--- src/rtl/booth_arbiter_pkg.sv ---
// Shared types and helpers for the booth multiplier arbiter: FSM state
// encoding, requester-ID width helper and the round-robin search function.
package booth_arbiter_pkg;

    localparam int MAX_REQ  = 16;
    localparam int MAX_ID_W = 4;

    typedef enum logic [1:0] {
        IDLE,
        START,
        WAIT,
        DONE
    } state_t;

    typedef struct packed {
        logic                valid;
        logic [MAX_ID_W-1:0] idx;
    } rr_result_t;

    // Width of a requester index; never narrower than one bit.
    function automatic int id_width(input int n);
        return (n <= 2) ? 1 : $clog2(n);
    endfunction

    // First set request at or after ptr, wrapping modulo n.
    function automatic rr_result_t rr_select(
        input logic [MAX_REQ-1:0]  req,
        input logic [MAX_ID_W-1:0] ptr,
        input int                  n
    );
        rr_result_t res;
        int         pos;
        res = '0;
        for (int i = 0; i < MAX_REQ; i++) begin
            pos = (int'(ptr) + i) % n;
            if (i < n && !res.valid && req[pos[MAX_ID_W-1:0]]) begin
                res.valid = 1'b1;
                res.idx   = pos[MAX_ID_W-1:0];
            end
        end
        return res;
    endfunction

endpackage

--- src/rtl/booth_mult_arbiter_rr_arbiter.sv ---
// Combinational round-robin select: lowest set request at or after ptr.
module rr_arbiter
    import booth_arbiter_pkg::*;
#(
    parameter int NUM_REQ = 4,
    parameter int ID_W    = 2
) (
    input  logic [NUM_REQ-1:0] req,
    input  logic [ID_W-1:0]    ptr,
    output logic [ID_W-1:0]    winner,
    output logic               valid
);

    logic [MAX_REQ-1:0]  req_ext;
    logic [MAX_ID_W-1:0] ptr_ext;
    rr_result_t          sel;

    genvar gi;
    generate
        for (gi = 0; gi < MAX_REQ; gi++) begin : g_req_ext
            if (gi < NUM_REQ) begin : g_used
                assign req_ext[gi] = req[gi];
            end else begin : g_pad
                assign req_ext[gi] = 1'b0;
            end
        end
    endgenerate

    assign ptr_ext = MAX_ID_W'(ptr);
    assign sel     = rr_select(req_ext, ptr_ext, NUM_REQ);
    assign valid   = sel.valid;
    assign winner  = ID_W'(sel.idx);

endmodule

--- src/rtl/radix4_booth_multiplier.sv ---
// Sequential signed radix-4 Booth multiplier. One Booth digit per cycle;
// ready drops after start and returns once the product register is valid.
module radix4_booth_multiplier #(
    parameter int WIDTH       = 8,
    parameter int CHECK_PARAM = 1
) (
    input  logic                 clk,
    input  logic                 rst_n,
    input  logic                 en,
    input  logic                 start,
    input  logic [WIDTH-1:0]     multiplier,
    input  logic [WIDTH-1:0]     multiplicand,
    output logic [2*WIDTH-1:0]   product,
    output logic                 ready
);

    // Odd widths are sign-extended by one bit so digits pair up evenly.
    localparam int WE    = WIDTH + (WIDTH % 2);
    localparam int NSTEP = WE / 2;
    localparam int AW    = 2 * WE;
    localparam int CW    = $clog2(NSTEP + 1);

    generate
        if (CHECK_PARAM != 0) begin : g_check
            if (WIDTH < 1) begin : g_bad_width
                $fatal(1, "radix4_booth_multiplier: WIDTH must be at least 1");
            end
        end
    endgenerate

    logic [AW-1:0]        acc_reg;
    logic [AW-1:0]        mcand_reg;
    logic [AW-1:0]        pp;
    logic [WE:0]          mplr_reg;
    logic [CW-1:0]        cnt_reg;
    logic                 ready_reg;
    logic [2*WIDTH-1:0]   product_reg;

    // Partial product selected by the current overlapping 3-bit Booth group.
    always_comb begin
        pp = '0;
        case (mplr_reg[2:0])
            3'b001, 3'b010: pp = mcand_reg;
            3'b011:         pp = mcand_reg << 1;
            3'b100:         pp = -(mcand_reg << 1);
            3'b101, 3'b110: pp = -mcand_reg;
            default:        pp = '0;
        endcase
    end

    // Load on start, accumulate one digit per cycle, then publish the product.
    always_ff @(posedge clk or negedge rst_n) begin
        if (!rst_n) begin
            acc_reg     <= '0;
            mcand_reg   <= '0;
            mplr_reg    <= '0;
            cnt_reg     <= '0;
            ready_reg   <= 1'b1;
            product_reg <= '0;
        end else if (en) begin
            if (start) begin
                acc_reg   <= '0;
                mcand_reg <= AW'($signed(multiplicand));
                mplr_reg  <= {WE'($signed(multiplier)), 1'b0};
                cnt_reg   <= CW'(NSTEP);
                ready_reg <= 1'b0;
            end else if (!ready_reg) begin
                if (cnt_reg != '0) begin
                    acc_reg   <= acc_reg + pp;
                    mcand_reg <= mcand_reg << 2;
                    mplr_reg  <= {{2{mplr_reg[WE]}}, mplr_reg[WE:2]};
                    cnt_reg   <= cnt_reg - CW'(1);
                end else begin
                    product_reg <= (2*WIDTH)'(acc_reg);
                    ready_reg   <= 1'b1;
                end
            end
        end
    end

    assign product = product_reg;
    assign ready   = ready_reg;

endmodule

--- src/rtl/booth_mult_arbiter.sv ---
// Round-robin sequencer sharing one Booth multiplier among NUM_REQ requesters.
// One operation in flight: grant, latch operands, start, wait, return tagged product.
module booth_mult_arbiter
    import booth_arbiter_pkg::*;
#(
    parameter  int WIDTH       = 8,
    parameter  int NUM_REQ     = 4,
    parameter  int CHECK_PARAM = 1,
    localparam int ID_W        = id_width(NUM_REQ)
) (
    input  logic                            clk,
    input  logic                            rst_n,
    input  logic                            en,
    input  logic [NUM_REQ-1:0]              req,
    input  logic [NUM_REQ-1:0][WIDTH-1:0]   operand_a,
    input  logic [NUM_REQ-1:0][WIDTH-1:0]   operand_b,
    output logic [NUM_REQ-1:0]              grant,
    output logic                            busy,
    output logic                            done,
    output logic [ID_W-1:0]                 done_id,
    output logic [2*WIDTH-1:0]              product
);

    generate
        if (CHECK_PARAM != 0) begin : g_check
            if (WIDTH < 1 || NUM_REQ < 2 || NUM_REQ > MAX_REQ) begin : g_bad_param
                $fatal(1, "booth_mult_arbiter: illegal WIDTH or NUM_REQ");
            end
        end
    endgenerate

    state_t               state_reg, state_next;
    logic [NUM_REQ-1:0]   grant_reg, grant_next;
    logic [ID_W-1:0]      id_reg, id_next;
    logic [ID_W-1:0]      rr_ptr_reg, rr_ptr_next;
    logic [2*WIDTH-1:0]   product_reg, product_next;
    logic [WIDTH-1:0]     op_a_reg, op_a_next;
    logic [WIDTH-1:0]     op_b_reg, op_b_next;
    logic                 wait_first_reg, wait_first_next;

    logic [ID_W-1:0]      arb_winner;
    logic                 arb_valid;
    logic                 mult_start;
    logic                 mult_ready;
    logic [2*WIDTH-1:0]   mult_product;

    rr_arbiter #(
        .NUM_REQ (NUM_REQ),
        .ID_W    (ID_W)
    ) u_rr_arbiter (
        .req    (req),
        .ptr    (rr_ptr_reg),
        .winner (arb_winner),
        .valid  (arb_valid)
    );

    radix4_booth_multiplier #(
        .WIDTH       (WIDTH),
        .CHECK_PARAM (CHECK_PARAM)
    ) u_mult (
        .clk          (clk),
        .rst_n        (rst_n),
        .en           (en),
        .start        (mult_start),
        .multiplier   (op_a_reg),
        .multiplicand (op_b_reg),
        .product      (mult_product),
        .ready        (mult_ready)
    );

    assign mult_start = (state_reg == START);

    // Next-state and datapath updates; everything holds while en is low.
    always_comb begin
        state_next      = state_reg;
        grant_next      = grant_reg;
        id_next         = id_reg;
        rr_ptr_next     = rr_ptr_reg;
        product_next    = product_reg;
        op_a_next       = op_a_reg;
        op_b_next       = op_b_reg;
        wait_first_next = wait_first_reg;
        if (en) begin
            case (state_reg)
                IDLE: begin
                    if (arb_valid) begin
                        op_a_next   = operand_a[arb_winner];
                        op_b_next   = operand_b[arb_winner];
                        grant_next  = {{(NUM_REQ-1){1'b0}}, 1'b1} << arb_winner;
                        id_next     = arb_winner;
                        rr_ptr_next = (arb_winner == ID_W'(NUM_REQ-1)) ? '0
                                                                        : arb_winner + ID_W'(1);
                        state_next  = START;
                    end
                end
                START: begin
                    wait_first_next = 1'b1;
                    state_next      = WAIT;
                end
                WAIT: begin
                    // ready may still be stale on the first WAIT cycle.
                    wait_first_next = 1'b0;
                    if (!wait_first_reg && mult_ready) begin
                        product_next = mult_product;
                        state_next   = DONE;
                    end
                end
                DONE: begin
                    grant_next = '0;
                    state_next = IDLE;
                end
                default: state_next = IDLE;
            endcase
        end
    end

    // State and datapath registers with asynchronous reset.
    always_ff @(posedge clk or negedge rst_n) begin
        if (!rst_n) begin
            state_reg      <= IDLE;
            grant_reg      <= '0;
            id_reg         <= '0;
            rr_ptr_reg     <= '0;
            product_reg    <= '0;
            op_a_reg       <= '0;
            op_b_reg       <= '0;
            wait_first_reg <= 1'b0;
        end else begin
            state_reg      <= state_next;
            grant_reg      <= grant_next;
            id_reg         <= id_next;
            rr_ptr_reg     <= rr_ptr_next;
            product_reg    <= product_next;
            op_a_reg       <= op_a_next;
            op_b_reg       <= op_b_next;
            wait_first_reg <= wait_first_next;
        end
    end

    assign grant   = grant_reg;
    assign busy    = (state_reg != IDLE);
    assign done    = (state_reg == DONE);
    assign done_id = id_reg;
    assign product = product_reg;

endmodule
--- config.mk ---
export PLATFORM = sky130hd
export DESIGN_NAME = booth_mult_arbiter
export DESIGN_NICKNAME = d
export VERILOG_FILES = /design/src/rtl/booth_arbiter_pkg.sv /design/src/rtl/booth_mult_arbiter_rr_arbiter.sv /design/src/rtl/radix4_booth_multiplier.sv /design/src/rtl/booth_mult_arbiter.sv
export SDC_FILE = /design/constraint.sdc
export NUM_CORES = 1
export LEC_CHECK = 0
export BUFFER_PORTS_ARGS = -buffer_cell sky130_fd_sc_hd__buf_2
export CORE_MARGIN = 2
export CORE_UTILIZATION = 39
export CTS_CLUSTER_SIZE = 28
export DETAILED_ROUTE_END_ITERATION = 8
export PLACE_DENSITY_LB_ADDON = 0.1
export REMOVE_ABC_BUFFERS = 1
export SYNTH_ARGS = -nofsm -noshare
export SYNTH_HDL_FRONTEND = slang
export SYNTH_SLANG_ARGS = --single-unit
--- constraint.sdc ---
create_clock -name clk -period 3.9 [get_ports clk]
set_input_delay 0.39 -clock clk [delete_from_list [all_inputs] [get_ports clk]]
set_output_delay 0.39 -clock clk [all_outputs]
set_load 0.01 [all_outputs]
# ---- Word-level counts from Yosys, hierarchy flattened
# Cells that the tools add are included.
dict set report totals {
  register_bits 104
  inputBits 71
  out_inout_bits 24
  word_cells 114
}
dict set report classes {
  add_sub_neg 8
  magnitude_cmp 5
  eq_ne 13
  shifts 1
  muxes 39
  n_bitwise 6
  n_reduce_logical 27
}
# op count
set ops {}
lappend ops {{two-way mux 16 bit} 6}
lappend ops {{one-hot mux 16 bit (4 select lines)} 1}
lappend ops {{binary-select mux 8 bit (select 2 bit)} 2}
lappend ops {{negation 16 bit} 2}
lappend ops {{two-way mux 8 bit} 3}
lappend ops {{two-way mux 5 bit} 4}
lappend ops {{two-way mux 9 bit} 2}
lappend ops {{adder 16 bit} 1}
lappend ops {{less-than comparator 4 x 5 -> 1 bit (second input constant)} 3}
lappend ops {{AND reduction 3 bit} 5}
lappend ops {{OR reduction 2 bit} 5}
lappend ops {{binary-select mux 1 bit (select 3 bit)} 3}
lappend ops {{equality test 3 bit (second input constant)} 3}
lappend ops {{two-way mux 3 bit} 3}
lappend ops {{one-hot mux 2 bit (4 select lines)} 1}
lappend ops {{one-hot mux 4 bit (2 select lines)} 1}
lappend ops {{nonzero test 2 bit} 4}
lappend ops {{two-way mux 1 bit} 7}
lappend ops {{equality test 2 bit (second input constant)} 3}
lappend ops {{equality test 3 x 2 -> 1 bit (second input constant)} 2}
lappend ops {{two-way mux 2 bit} 3}
lappend ops {{less-than comparator 2 x 5 -> 1 bit (second input constant)} 1}
lappend ops {{adder 2 x 1 -> 2 bit (second input constant)} 2}
lappend ops {{adder 2 bit (second input constant)} 2}
lappend ops {{18 further kinds} 30}

# ---- Longest topological paths before layout
dict set report logic_depth {
  ltp_word 16
  mapped_depth 17
  ltp_nobuf 17
}

# ---- Modules after synthesis
# From an unflattened synthesis, not the netlist that was laid out.
dict set report hier_totals {
  hier_cells 643
  hier_area_um2 6392.4
}
# module instances cells_per_inst area_per_inst_um2 seq_area_each_um2
set by_module_without_submodules {}
lappend by_module_without_submodules {radix4_booth_multiplier 1 447 4040.1 1527.7}
lappend by_module_without_submodules {booth_mult_arbiter 1 181 2274.7 1076.0}
lappend by_module_without_submodules {rr_arbiter 1 15 77.6 0.0}

# ---- Least setup slack after synthesis
# OpenSTA, ideal clock, no wires.
dict set report synth_timing {
  path_type {reg-to-reg}
  from {reg u_mult.mcand_reg[1]}
  to {reg u_mult.acc_reg[15]}
  setup_ns 0.126
  arrival_ns 3.293
  t_required_ns 3.774
  setup_slack_ns 0.481
  path_stages_with_launch 18
  path_buffers 0
  synth_period_minus_slack_ns 3.419
  cell_sequence {dfrtp_1 inv_1 ha_1 and2b_1 nand2b_1 or3_1 nand2_1 xnor2_1 a221oi_1 a31oi_1 ha_1 nand2_1 o211ai_1 a21oi_1 o31ai_1 xnor2_1 nor3b_1 a221o_1}
}
dict set report synth_via {
  elab_chain_len 6
  elab_cells_between_ends 7
  classes_between {3 x add/sub; 4 x mux}
}
# item line_no
set synth_rtl {}
lappend synth_rtl {{start: declaration} radix4_booth_multiplier.sv:32} ;# logic [AW-1:0] mcand_reg;
lappend synth_rtl {{start signal: assignment} radix4_booth_multiplier.sv:63} ;# mcand_reg <= AW'($signed(multiplicand));
lappend synth_rtl {{start signal: assignment} radix4_booth_multiplier.sv:70} ;# mcand_reg <= mcand_reg << 2;
lappend synth_rtl {{negation 16 bit (on tied branches)} {radix4_booth_multiplier.sv:46, radix4_booth_multiplier.sv:45}}
lappend synth_rtl {{one-hot mux 16 bit (4 select lines) *} radix4_booth_multiplier.sv:42} ;# case (mplr_reg[2:0])
lappend synth_rtl {{adder 16 bit *} radix4_booth_multiplier.sv:69} ;# acc_reg <= acc_reg + pp;
lappend synth_rtl {{two-way mux 16 bit *} radix4_booth_multiplier.sv:68} ;# if (cnt_reg != '0) begin
lappend synth_rtl {{two-way mux 16 bit *} radix4_booth_multiplier.sv:67} ;# end else if (!ready_reg) begin
lappend synth_rtl {{two-way mux 16 bit *} radix4_booth_multiplier.sv:61} ;# if (start) begin
lappend synth_rtl {{end signal: assignment} radix4_booth_multiplier.sv:69}
lappend synth_rtl {{end: declaration} radix4_booth_multiplier.sv:31} ;# logic [AW-1:0] acc_reg;
# Every way passes the cells marked *; elsewhere a longest branch is shown, timed or not. The select of a mux whose other input is x is not followed.
# A chain may end at the register's enable or synchronous reset.

# ---- Worst setup path in the final report
# Ends and elaborated chain as after synthesis.

==> Flow_metrics.wiki <==
{| class="wikitable"
! Metric !! Value
|-
| Status || complete, no violations
|-
| Delay of the slowest cell on the worst path || 0.37 ns
|-
| Post-synth cell types || 61
|-
| Total number of vias || 5317
|-
| Achievable clock frequency || 281.8 MHz
|-
| Worst hold path type || primary input to flop
|-
| Clock root buffer || sky130_fd_sc_hd__clkbuf_16
|-
| CP required || 4.14 ns
|-
| Largest fanout on the critical path || 6
|-
| Final setup skew || 0.01213 ns
|-
| Layer with the highest usage after global routing || met2
|-
| Global routing met2 resource utilization || 29.28%
|-
| Antenna violations before repair || 0
|-
| Number of CTS-inserted buffers || 9
|-
| Global route overflow || 0
|-
| Antenna Nets Post-Route || 0
|-
| Number of instances in the synthesized netlist || 726
|-
| Number of ports placed on the die boundary || 95
|-
| Met1 Usage GRT || 23.92%
|-
| Detailed-routing iteration count for the pre-antenna-repair pass || 4
|-
| Synth Flop Type || sky130_fd_sc_hd__dfrtp_1
|-
| Buffer levels on the longest clock path || 2
|-
| Global-route total usage across every layer || 17.74%
|-
| # clock sinks || 104
|-
| CTS tree || yes
|-
| Total detailed-routing wirelength || 14.87 mm
|-
| FILL cells || 1569
|-
| Cell leakage power || 3.583 nW
|-
| Nature of the critical path endpoint || flop
|-
| Post-synthesis to final-layout area growth || 17.15%
|-
| Sum of net half-perimeters after detailed placement || 11.21 mm
|-
| Post-synthesis async set-or-reset flop share || 100.0%
|-
| Final hold violation count || 0
|-
| Mean instance size in the synthesized netlist || 8.831 um^2
|-
| Via/cell ratio || 5.162
|-
| Commonest cells after routing, fill and taps aside || sky130_fd_sc_hd__nand2_1, sky130_fd_sc_hd__dfrtp_1, sky130_fd_sc_hd__buf_2, sky130_fd_sc_hd__o21ai_0, sky130_fd_sc_hd__nor2_1
|-
| Placer Congestion || 0.8921
|-
| VDD IR max || 278.6 uV
|-
| Most frequent standard cell in the layout excluding fill and tap cells || sky130_fd_sc_hd__nand2_1
|-
| Count of maximum capacitance violations || 0
|-
| List of cells traversed by the critical path || inv_1 > ha_1 > and2b_1 > nand2b_1 > or3_1 > nand2_1 > xnor2_1 > a221oi_1 > a31oi_1 > ha_1 > nand2_1 > o211ai_1 > a21oi_2 > o31ai_2 > xnor2_1 > nor3b_1 > a221o_1
|-
| Die extent in y || 132.2 um
|-
| Number of design-rule violations left by the first detailed-router iteration || 274
|-
| DP Cell Count || 1011
|-
| Final Setup Violations || 0
|-
| Met3 Use GR || 2.537%
|-
| Antenna Cells || 0
|-
| Largest net degree at the start of global routing || 56
|-
| Floorplan Core Area || 16000 um^2
|-
| Fraction of the cycle the final worst path needs || 90.99%
|-
| Slowest library cell on the worst path || sky130_fd_sc_hd__dfrtp_1
|-
| Slew Limit Headroom || 35.87%
|-
| Slew @ Worst Pin || 0.9568 ns
|-
| Worst endpoint data arrival time || 3.79 ns
|-
| Yosys warnings || 0
|-
| Clock transition time at the flip-flop clock pins of the worst setup and hold paths || 0.07 ns
|-
| Global-route wire length before repair || 25.43 mm
|-
| Reg2reg setup slack || 0.35 ns
|-
| Sequential element share of the synthesized area || 40.61%
|-
| Average wire per standard cell || 14.43 um
|-
| Initial standard-cell utilization of the core || 40.07%
|-
| Die Outline Area || 17480 um^2
|-
| Number of global-route vias before repair || 5143
|-
| Flop and latch count out of synthesis || 104
|-
| Hold_ws || 0.3784 ns
|-
| Critical path class || flop to flop
|-
| Number of max-slew violations in the final report || 0
|-
| Total number of placement rows || 46
|-
| Post-synthesis instance area || 6411 um^2
|-
| Post-layout nets || 908
|-
| Ratio of cells with drive above 1 in the final layout || 22.73%
|-
| Number of synthesized flops with an enable pin || 0
|-
| H-tree depth || 3
|-
| Non-filler cells, final || 1030
|-
| Cell Pwr Density || 823.1 nW/um^2
|-
| Number of port buffers || 94
|-
| DRC violations left || 0
|-
| Die width || 132.2 um
|-
| Insertion delay to the later sink of the worst-skew pair || 0.35 ns
|-
| Final critical delay including setup and external delays || 3.549 ns
|-
| Nature of the critical path startpoint || flop
|}
==> Yosys cell counts, types with 5 or more instances <==
cell / instances / area, um^2
sky130_fd_sc_hd__o21ai_0: 72 / 360.4
sky130_fd_sc_hd__mux2_2: 34 / 382.9
sky130_fd_sc_hd__a31oi_1: 6 / 37.54
sky130_fd_sc_hd__a21oi_1: 29 / 145.1
sky130_fd_sc_hd__xnor2_1: 23 / 201.4
sky130_fd_sc_hd__nor3_1: 5 / 25.02
sky130_fd_sc_hd__nand2_1: 112 / 420.4
sky130_fd_sc_hd__ha_1: 27 / 337.8
sky130_fd_sc_hd__a221o_1: 11 / 110.1
sky130_fd_sc_hd__a22o_1: 12 / 105.1
sky130_fd_sc_hd__a221oi_1: 6 / 52.55
sky130_fd_sc_hd__nand2b_1: 10 / 62.56
sky130_fd_sc_hd__a21o_1: 6 / 45.04
sky130_fd_sc_hd__mux2i_1: 7 / 70.07
sky130_fd_sc_hd__clkbuf_1: 33 / 123.9
sky130_fd_sc_hd__nand3_1: 22 / 110.1
sky130_fd_sc_hd__nor3b_1: 8 / 60.06
sky130_fd_sc_hd__nand3b_1: 5 / 37.54
sky130_fd_sc_hd__inv_1: 28 / 105.1
sky130_fd_sc_hd__dfrtp_1: 103 / 2577
sky130_fd_sc_hd__xor2_1: 7 / 61.31
sky130_fd_sc_hd__buf_2: 12 / 60.06
sky130_fd_sc_hd__nor2_1: 65 / 244.0
sky130_fd_sc_hd__nand4_1: 5 / 31.28
sky130_fd_sc_hd__o311ai_0: 9 / 78.83
sky130_fd_sc_hd__o22ai_1: 5 / 31.28
==> worst max-delay path: cells and delay by family, from the launching register on <==
kind / cells / cell delay (ns)
compound gates: 6 / 1.23
simple gates: 6 / 1.00
fa+ha+maj: 2 / 0.51
flops: 1 / 0.37
xor+xnor: 2 / 0.27
buf+inv: 1 / 0.07
==> kinds of logic (layout without fill, tap and decap cells) <==
kind of cell / count (synthesis) / in the layout / synth area share [%]
AND/OR/NAND/NOR: 260 / 260 / 19.01
XOR/XNOR: 30 / 30 / 4.098
adder cells (fa/ha/maj): 28 / 28 / 5.582
flip-flops: 104 / 104 / 40.61
buffers and inverters: 78 / 166 / 4.918
AO/OA/AOI/OAI: 185 / 185 / 18.72
multiplexers: 41 / 41 / 7.065
==> stage by stage <==
step                      area (um^2)  setup TNS (ns)  power, W  util [%]  setup WS [ns]
after detailed placement         7156               0  0.005221     44.72         0.3171
after floorplan                  6205          -69.66  0.004218         -         -2.391
after global routing             7511       -0.003984  0.006798     46.94      -0.003984
final                            7511               0  0.006182     46.94         0.3513
after global placement           7156               0  0.005158     44.72         0.3919
after CTS                        7487               0  0.006235     46.79         0.2732
==> per-layer routing <==
layer / wire length [um] / vias up / share of wire, %
met5: 0 / - / 0
met2: 7195 / 104 / 48
met3: 520 / 12 / 3.5
met1: 6932 / 2473 / 47
met4: 218 / 0 / 1.5
li1: - / 2728 / -
==> power by group <==
part / total [W] / internal, W / switching, W / leakage (nW)
combinational: 0.00328 / 0.00146 / 0.00182 / 2.08
sequential: 0.00191 / 0.00153 / 0.000383 / 1.35
clock: 0.000989 / 0.000568 / 0.000421 / 0.155
==> worst paths after layout <==
| kind | startpoint | endpoint | cells after the start |
|---|---|---|---|
| worst min-delay path | en | u_mult.ready | 2 |
| worst max register to register | u_mult.mcand_reg[1] | u_mult.acc_reg[15] | 17 |
| max in group asynchronous | rst_n | u_mult.mcand_reg[0] | 3 |
| worst max-delay path | u_mult.mcand_reg[1] | u_mult.acc_reg[15] | 17 |
| min in group asynchronous | rst_n | u_mult.acc_reg[8] | 2 |
| worst min register to register | op_a_reg[7] | op_a_reg[7] | 2 |
==> what timing repair did <==
action / 4_1_cts / 5_1_grt
gates resized for setup: 0 / 3
hold endpoints to repair: 30 / 0
endpoints found under the setup margin: 0 / 3
hold buffers: 1 / 0
buffers inserted: 0 / 2
==> cell type report <==
type,count,area [um^2],share of cell area [%]
Sequential cell,104,2604,34.67
Clock buffer,10,229.0,3.048
Multi-Input combinational cell,544,3516,46.81
Timing Repair Buffer,121,690.7,9.195
Inverter,29,108.9,1.449
Clock inverter,6,92.59,1.233
Tap cell,216,270.3,3.598
(Power assumes the default switching activity.)
